$ cat config.mk
export PLATFORM = sky130hd
export DESIGN_NAME = fp_mul_pipe_flat
export DESIGN_NICKNAME = d
export VERILOG_FILES = /design/src/rtl/fp_mul_pipe_if.sv /design/src/rtl/fp_mul_pipe.sv /design/src/flat_wrapper.sv
export SDC_FILE = /design/constraint.sdc
export NUM_CORES = 2
export LEC_CHECK = 0
export BUFFER_PORTS_ARGS = -buffer_cell sky130_fd_sc_hd__clkbuf_2
export CORE_MARGIN = 4
export CORE_UTILIZATION = 45
export CTS_CLUSTER_DIAMETER = 30
export DETAILED_ROUTE_END_ITERATION = 10
export MAX_ROUTING_LAYER = met4
export SKIP_CTS_REPAIR_TIMING = 1
export SLEW_MARGIN = 5
export SYNTH_ARGS = -nofsm -noshare
export SYNTH_HDL_FRONTEND = slang
export SYNTH_SLANG_ARGS = --single-unit
$ cat constraint.sdc
create_clock -name clk -period 8.5 [get_ports clk]
set_clock_uncertainty 0.1 [all_clocks]
set_input_delay 1.7 -clock clk [delete_from_list [all_inputs] [get_ports clk]]
set_output_delay 1.7 -clock clk [all_outputs]
set_load 0.05 [all_outputs]
$ cat src/rtl/fp_mul_pipe_if.sv
// fp_mul_pipe_if: operand/result handshake bundle for the pipelined FP multiplier
//   in_valid/in_ready/A/B          operand channel (producer -> multiplier)
//   out_valid/out_ready/Result     result channel (multiplier -> consumer)
//   flag_invalid/overflow/underflow/inexact  per-result exception flags
//   master: operand producer / result consumer side; slave: the multiplier
interface fp_mul_pipe_if #(
    parameter int EXP_W = 8,
    parameter int MAN_W = 23
);
    localparam int W = EXP_W + MAN_W + 1;
    logic         in_valid;
    logic         in_ready;
    logic [W-1:0] A;
    logic [W-1:0] B;
    logic         out_valid;
    logic         out_ready;
    logic [W-1:0] Result;
    logic         flag_invalid;
    logic         flag_overflow;
    logic         flag_underflow;
    logic         flag_inexact;
    modport master (
        output in_valid, A, B, out_ready,
        input  in_ready, out_valid, Result,
        input  flag_invalid, flag_overflow, flag_underflow, flag_inexact
    );
    modport slave (
        input  in_valid, A, B, out_ready,
        output in_ready, out_valid, Result,
        output flag_invalid, flag_overflow, flag_underflow, flag_inexact
    );
endinterface

$ cat src/rtl/fp_mul_pipe.sv
// fp_mul_pipe: 3-stage IEEE-754 multiplier, RNE rounding, FTZ in/out, valid/ready backpressure
//   clk    rising-edge clock
//   reset  synchronous active-high reset, drops all in-flight operations
//   bus    fp_mul_pipe_if.slave: operands A/B in, Result and flags out
module fp_mul_pipe #(
    parameter int EXP_W = 8,
    parameter int MAN_W = 23
) (
    input logic        clk,
    input logic        reset,
    fp_mul_pipe_if.slave bus
);
    localparam int W   = EXP_W + MAN_W + 1;
    localparam int P_W = 2 * MAN_W + 2;
    localparam int E_W = EXP_W + 2;
    localparam logic [E_W-1:0] BIAS  = E_W'(2 ** (EXP_W - 1) - 1);
    localparam logic [E_W-1:0] E_MAX = E_W'(2 ** EXP_W - 1);
    localparam logic [W-1:0]   QNAN  = {1'b0, {EXP_W{1'b1}}, 1'b1, {(MAN_W-1){1'b0}}};

    logic             en;
    logic [EXP_W-1:0] ea, eb;
    logic [MAN_W-1:0] fa, fb;
    logic             sgn, a_nan, b_nan, a_inf, b_inf, a_zero, b_zero, inf_zero;
    logic             v1_d, v1_q, s1_d, s1_q, sp1_d, sp1_q, nv1_d, nv1_q;
    logic [W-1:0]     sr1_d, sr1_q;
    logic [EXP_W-1:0] ea1_d, ea1_q, eb1_d, eb1_q;
    logic [MAN_W-1:0] fa1_d, fa1_q, fb1_d, fb1_q;
    logic             v2_d, v2_q, s2_d, s2_q, sp2_d, sp2_q, nv2_d, nv2_q;
    logic [W-1:0]     sr2_d, sr2_q;
    logic [P_W-1:0]   p2_d, p2_q;
    logic [E_W-1:0]   e2_d, e2_q;
    logic             hi, g, st, uf, of, nm;
    logic [MAN_W-1:0] sig;
    logic [MAN_W:0]   rnd;
    logic [E_W-1:0]   e_n, e_r;
    logic             v3_d, v3_q, nv_d, nv_q, of_d, of_q, uf_d, uf_q, nx_d, nx_q;
    logic [W-1:0]     res_d, res_q;

    always_comb begin
        en       = ~v3_q | bus.out_ready;
        {ea, fa} = bus.A[W-2:0];
        {eb, fb} = bus.B[W-2:0];
        sgn      = bus.A[W-1] ^ bus.B[W-1];
        a_nan    = &ea & |fa;
        b_nan    = &eb & |fb;
        a_inf    = &ea & ~|fa;
        b_inf    = &eb & ~|fb;
        // exp == 0 covers both true zeros and flushed subnormals
        a_zero   = ~|ea;
        b_zero   = ~|eb;
        inf_zero = (a_inf & b_zero) | (b_inf & a_zero);
        v1_d     = bus.in_valid;
        s1_d     = sgn;
        sp1_d    = a_nan | b_nan | a_inf | b_inf | a_zero | b_zero;
        sr1_d    = (a_nan | b_nan | inf_zero) ? QNAN :
                   (a_inf | b_inf) ? {sgn, {EXP_W{1'b1}}, {MAN_W{1'b0}}} : {sgn, {(W-1){1'b0}}};
        nv1_d    = (a_nan & ~fa[MAN_W-1]) | (b_nan & ~fb[MAN_W-1]) | inf_zero;
        ea1_d    = ea;
        eb1_d    = eb;
        fa1_d    = fa;
        fb1_d    = fb;
        v2_d     = v1_q;
        s2_d     = s1_q;
        sp2_d    = sp1_q;
        sr2_d    = sr1_q;
        nv2_d    = nv1_q;
        p2_d     = P_W'({1'b1, fa1_q}) * P_W'({1'b1, fb1_q});
        e2_d     = {2'b00, ea1_q} + {2'b00, eb1_q} - BIAS;
        // product is in [1,4): a set MSB means one extra exponent step
        hi       = p2_q[P_W-1];
        sig      = hi ? p2_q[P_W-2 -: MAN_W] : p2_q[P_W-3 -: MAN_W];
        g        = hi ? p2_q[P_W-2-MAN_W] : p2_q[P_W-3-MAN_W];
        st       = hi ? |p2_q[P_W-3-MAN_W:0] : |p2_q[P_W-4-MAN_W:0];
        e_n      = e2_q + {{(E_W-1){1'b0}}, hi};
        rnd      = {1'b0, sig} + {{MAN_W{1'b0}}, g & (st | sig[0])};
        // a rounding carry leaves the fraction all-zero, so only the exponent moves
        e_r      = e_n + {{(E_W-1){1'b0}}, rnd[MAN_W]};
        uf       = e_n[E_W-1] | ~|e_n;
        of       = ~uf & (e_r >= E_MAX);
        nm       = v2_q & ~sp2_q;
        v3_d     = v2_q;
        res_d    = ~v2_q ? '0 : sp2_q ? sr2_q : uf ? {s2_q, {(W-1){1'b0}}} :
                   of ? {s2_q, {EXP_W{1'b1}}, {MAN_W{1'b0}}} : {s2_q, e_r[EXP_W-1:0], rnd[MAN_W-1:0]};
        nv_d     = v2_q & sp2_q & nv2_q;
        of_d     = nm & of;
        uf_d     = nm & uf;
        nx_d     = nm & (uf | of | g | st);
    end

    always_ff @(posedge clk) begin
        if (reset) begin
            v1_q  <= 1'b0; s1_q <= 1'b0; sp1_q <= 1'b0; nv1_q <= 1'b0; sr1_q <= '0;
            ea1_q <= '0;   eb1_q <= '0;  fa1_q <= '0;   fb1_q <= '0;
            v2_q  <= 1'b0; s2_q <= 1'b0; sp2_q <= 1'b0; nv2_q <= 1'b0; sr2_q <= '0;
            p2_q  <= '0;   e2_q <= '0;
            v3_q  <= 1'b0; res_q <= '0;  nv_q <= 1'b0;  of_q <= 1'b0;  uf_q <= 1'b0; nx_q <= 1'b0;
        end else if (en) begin
            v1_q  <= v1_d;  s1_q <= s1_d;  sp1_q <= sp1_d; nv1_q <= nv1_d; sr1_q <= sr1_d;
            ea1_q <= ea1_d; eb1_q <= eb1_d; fa1_q <= fa1_d; fb1_q <= fb1_d;
            v2_q  <= v2_d;  s2_q <= s2_d;  sp2_q <= sp2_d; nv2_q <= nv2_d; sr2_q <= sr2_d;
            p2_q  <= p2_d;  e2_q <= e2_d;
            v3_q  <= v3_d;  res_q <= res_d; nv_q <= nv_d;  of_q <= of_d;  uf_q <= uf_d; nx_q <= nx_d;
        end
    end

    assign bus.in_ready       = en;
    assign bus.out_valid      = v3_q;
    assign bus.Result         = res_q;
    assign bus.flag_invalid   = nv_q;
    assign bus.flag_overflow  = of_q;
    assign bus.flag_underflow = uf_q;
    assign bus.flag_inexact   = nx_q;
endmodule

$ cat src/flat_wrapper.sv
// flat-port wrapper written by rule: the top's interface ports become plain ports
module fp_mul_pipe_flat 
#(
    parameter int EXP_W = 8,
    parameter int MAN_W = 23
)
  (clk, reset, bus_in_valid, bus_A, bus_B, bus_out_ready, bus_in_ready, bus_out_valid, bus_Result, bus_flag_invalid, bus_flag_overflow, bus_flag_underflow, bus_flag_inexact);
  fp_mul_pipe_if #(.EXP_W(EXP_W), .MAN_W(MAN_W)) bus_i ();
  input logic clk;
  input logic reset;
  input wire logic [$bits(bus_i.in_valid)-1:0] bus_in_valid;
  input wire logic [$bits(bus_i.A)-1:0] bus_A;
  input wire logic [$bits(bus_i.B)-1:0] bus_B;
  input wire logic [$bits(bus_i.out_ready)-1:0] bus_out_ready;
  output wire logic [$bits(bus_i.in_ready)-1:0] bus_in_ready;
  output wire logic [$bits(bus_i.out_valid)-1:0] bus_out_valid;
  output wire logic [$bits(bus_i.Result)-1:0] bus_Result;
  output wire logic [$bits(bus_i.flag_invalid)-1:0] bus_flag_invalid;
  output wire logic [$bits(bus_i.flag_overflow)-1:0] bus_flag_overflow;
  output wire logic [$bits(bus_i.flag_underflow)-1:0] bus_flag_underflow;
  output wire logic [$bits(bus_i.flag_inexact)-1:0] bus_flag_inexact;
  assign bus_i.in_valid = bus_in_valid;
  assign bus_i.A = bus_A;
  assign bus_i.B = bus_B;
  assign bus_i.out_ready = bus_out_ready;
  assign bus_in_ready = bus_i.in_ready;
  assign bus_out_valid = bus_i.out_valid;
  assign bus_Result = bus_i.Result;
  assign bus_flag_invalid = bus_i.flag_invalid;
  assign bus_flag_overflow = bus_i.flag_overflow;
  assign bus_flag_underflow = bus_i.flag_underflow;
  assign bus_flag_inexact = bus_i.flag_inexact;
  fp_mul_pipe #(.EXP_W(EXP_W), .MAN_W(MAN_W)) u_core (.clk(clk), .reset(reset), .bus(bus_i));
endmodule
==> summary.txt <==
Die Ht - 252 µm
Arrival time worst endpoint - 8.06 ns
Storage cell area - 3430 µm²
Number of CTS-inserted buffers - 17
Instance area after placement - 28100 µm²
Total wire length after detailed routing - 80300 µm
Number of port buffers - 105
Number of global-route vias before repair - 22500
Reg-to-Reg End - u_core.p2_q[47]
Maximum VDD drop - 0.185 mV
Yosys top cell by area - sky130_fd_sc_hd__fa_1
Sequential cell fraction of total power - 0.183
Synthesized area divided by synthesized cell count - 8.57 µm²
Initial cell density of the core - 0.454
Average wire length per cell after detail routing - 20.4 µm
Placed wire-length estimate after detailed placement - 64200 µm
Fill count - 5717
Routability Congestion - 0.959
Layout overhead on the synthesized area - 7.09%
Yosys Warn Count - 0
CP required - 8.80 ns
Critical Path Start Type - register
Antenna-violating nets left - 0
Final-report hold violation count - 0
End of the critical path - u_core.p2_q[47]
Synth top area share - 0.361
Type of the tightest min-delay check - register to register
Final total negative setup slack - 0 ns
Async set or reset register ratio after synthesis - 0
Final Cycle Share - 0.913
Final-stage net count - 3889
Number of max-slew violations in the final report - 0
Non-filler cells, final - 3939
Setup repair after global routing missed its margin - false
Maximum buffer depth of the clock tree - 2
Via count - 21300
Internal power consumption - 2.93 mW
First-pass GRT wire length - 128000 µm
Finished layout cell area - 28700 µm²
GRT overflow - 0
Setup-violating endpoint count in the final report - 0
Worst setup path startpoint - u_core.fb1_q[1]
Number of cell rows - 89
Setup slack at placement - 0.285 ns
Area of the multi-input gates - 20300 µm²
Number of unique standard cell types used by synthesis - 92
Critical setup path kind - register to register
Synth Cell Area - 26800 µm²
Total iterations of the first detailed-routing run - 8
CTS sink cnt - 171
Achievable Freq - 0.129 GHz
Horizontal die dimension - 252 µm
Logic gate share of total power - 0.676
Hold_sp - u_core.p2_q[5]
Worst-Margin Slew - 1.06 ns
Register-to-register setup slack - 0.74 ns
Root buffer cell - sky130_fd_sc_hd__clkbuf_16
Reg-to-reg critical path startpoint - u_core.fb1_q[1]
Core Box Area - 59000 µm²
Seq/Total Area, Yosys - 0.128
Top-Level Pins - 106
Part of the total power dissipated in the clock network - 0.141
Mean number of vias per cell - 5.40
Number of flip-flops and latches in the synthesized netlist - 171
Total die area - 63500 µm²
Layout cells sized above 1 - 0.0834
Max-cap violations - 0
Global Route Usage Sum - 0.267
Leading register cell type out of synthesis - sky130_fd_sc_hd__dfxtp_1
Initial DRC Count - 1622
Instance count of the mapped netlist - 3128
Min cycle time layout - 7.76 ns
Clock tree from TritonCTS - yes
Power spent charging and discharging nets - 3.06 mW
Register clock-pin slew on the reported worst setup and hold paths - 0.09 ns
Number of enable flip-flop cells after synthesis - 0
Worst Path Max Fanout - 25
Setup crit end kind - register
Clock latency of the later-clocked register in the worst-skew pair - 0.48 ns
H-tree levels - 4
Headroom to the max-slew limit - 0.284
Net switching fraction of the power - 0.511
Worst setup margin - 0.743 ns
Top cells by area, synth - sky130_fd_sc_hd__fa_1, sky130_fd_sc_hd__dfxtp_1, sky130_fd_sc_hd__ha_1, sky130_fd_sc_hd__inv_1, sky130_fd_sc_hd__nand2_1
P per Cell Area - 209 nW/µm²
Post-placement cell count - 3905
Largest net degree at the start of global routing - 81
Depth of the worst register-to-register path - 25
Leak pwr - 14.0 nW
Synthesized Nets - 3866
Run status - finished clean
Worst hold path stage count - 2
Number of DRC violations after detailed routing - 0
Initial antenna violation count - 4
metrics by stage:
| stage | utilization | hold slack, ns | power (mW) |
|---|---|---|---|
| floorplan | - | 0.322 | 3.92 |
| global placement | 0.475 | 0.339 | 5.06 |
| detailed placement | 0.475 | 0.344 | 5.07 |
| CTS | 0.486 | 0.354 | 5.99 |
| global route | 0.486 | 0.371 | 6.52 |
| finish | 0.486 | 0.357 | 5.99 |
final cells by class:
cell class                 instances  area share
antenna                            2    0.000174
clock buffer                      17      0.0148
clock inverter                    15     0.00680
inverter                         606      0.0795
multi-input combinational       2180       0.709
sequential                       171       0.119
tap                              773      0.0337
timing repair buffer             175      0.0367
power by group through the flow:
| stage | clock network (mW) | registers (mW) | logic (mW) |
|---|---|---|---|
| floorplan | 0 | 1.02 | 2.89 |
| global placement | 0 | 1.10 | 3.96 |
| detailed placement | 0 | 1.11 | 3.97 |
| CTS | 0.863 | 1.09 | 4.04 |
| global route | 0.892 | 1.11 | 4.52 |
| finish | 0.845 | 1.10 | 4.05 |
cells in the mapped netlist, types with 8 or more instances:
cell                       number
sky130_fd_sc_hd__and2_1       240
sky130_fd_sc_hd__clkbuf_1     141
sky130_fd_sc_hd__nor4_1        21
sky130_fd_sc_hd__nor2b_1       12
sky130_fd_sc_hd__xor2_1        22
sky130_fd_sc_hd__and3_1        17
sky130_fd_sc_hd__a22o_1        23
sky130_fd_sc_hd__a21oi_1      177
sky130_fd_sc_hd__ha_1         187
sky130_fd_sc_hd__nor3_1        17
sky130_fd_sc_hd__nand4_1       21
sky130_fd_sc_hd__buf_1          8
sky130_fd_sc_hd__nand2_1      535
sky130_fd_sc_hd__dfxtp_1      171
sky130_fd_sc_hd__a211oi_1      23
sky130_fd_sc_hd__xnor2_1       52
sky130_fd_sc_hd__nand2b_1      10
sky130_fd_sc_hd__a31oi_1       13
sky130_fd_sc_hd__o21ai_1       11
sky130_fd_sc_hd__o21ai_0       26
sky130_fd_sc_hd__fa_1         483
sky130_fd_sc_hd__inv_1        601
sky130_fd_sc_hd__a21o_1        34
sky130_fd_sc_hd__a311oi_1      10
sky130_fd_sc_hd__nor2_1        90
sky130_fd_sc_hd__nand3_1       32
critical path, stage by stage (launching register included):
cell	delay (ns)
sky130_fd_sc_hd__dfxtp_1	0.94
sky130_fd_sc_hd__and2_1	0.26
sky130_fd_sc_hd__fa_1	0.46
sky130_fd_sc_hd__fa_1	0.57
sky130_fd_sc_hd__inv_1	0.06
sky130_fd_sc_hd__fa_1	0.54
sky130_fd_sc_hd__inv_1	0.06
sky130_fd_sc_hd__fa_1	0.50
sky130_fd_sc_hd__inv_1	0.06
sky130_fd_sc_hd__fa_1	0.56
sky130_fd_sc_hd__inv_1	0.06
sky130_fd_sc_hd__fa_1	0.50
sky130_fd_sc_hd__inv_1	0.05
sky130_fd_sc_hd__fa_1	0.48
sky130_fd_sc_hd__inv_1	0.04
sky130_fd_sc_hd__ha_1	0.37
sky130_fd_sc_hd__nand4_1	0.13
sky130_fd_sc_hd__o211ai_1	0.11
sky130_fd_sc_hd__nor2_1	0.14
sky130_fd_sc_hd__o31ai_2	0.10
sky130_fd_sc_hd__a31oi_1	0.65
sky130_fd_sc_hd__o31ai_4	0.18
sky130_fd_sc_hd__a211oi_2	0.30
sky130_fd_sc_hd__a21oi_2	0.10
sky130_fd_sc_hd__xnor2_1	0.14
sky130_fd_sc_hd__a211oi_2	0.21
sequential cells by signal (all words and copies together) (netlist names), 3 cells and up:
| register | flops |
|---|---|
| u_core.p2_q | 48 |
| u_core.bus.Result | 32 |
| u_core.fa1_q | 23 |
| u_core.fb1_q | 23 |
| u_core.e2_q | 10 |
| u_core.ea1_q | 8 |
| u_core.eb1_q | 8 |
| u_core.sr1_q | 3 |
| u_core.sr2_q | 3 |
how the worst min path moves through the flow:
stage / to / slack [ns]
5_1_grt: u_core.sr2_q[22] / 0.37
3_5_place_dp: u_core.p2_q[12] / 0.34
3_3_place_gp: u_core.p2_q[20] / 0.34
6_report: u_core.p2_q[5] / 0.36
2_1_floorplan: u_core.p2_q[46] / 0.32
4_1_cts: u_core.p2_q[12] / 0.35
per-layer routing:
layer | vias to the layer above | part of all wire | global-route usage
met2 | 768 | 0.45 | 0.403
li1 | 9669 | - | -
met3 | 131 | 0.072 | 0.0514
met5 | - | 0 | -
met1 | 10700 | 0.45 | 0.370
met4 | 0 | 0.033 | 0.0777
cells in the final DEF, fill, tap and decap left out, drive strengths merged, types with 11 or more instances in the layout:
master and instances:
nor4 22, a21o 34, clkbuf 121, buf 71
a311oi 11, xor2 22, nand4 21, nor3 20
and3 18, fa 483, inv 611, nand3 34
a22o 23, a211oi 25, o21ai 40, a31oi 14
nor2b 12, nand2 537, ha 187, dfxtp 171
a21oi 183, nor2 93, and2 240, xnor2 53
logic make-up (layout without fill, tap and decap cells):
logic type / Yosys count / in the layout / synth area share
and+or+nand+nor: 1031 / 1031 / 0.183
buffers and inverters: 777 / 813 / 0.113
adders and majority gates: 670 / 670 / 0.448
AOI/OAI and AO/OA: 393 / 393 / 0.0983
DFF: 171 / 171 / 0.128
xor gates and xnor gates: 75 / 75 / 0.0248
muxes: 11 / 11 / 0.00448
other: 0 / 2 / 0
No activity file was read; power rests on OpenSTA's default activity.
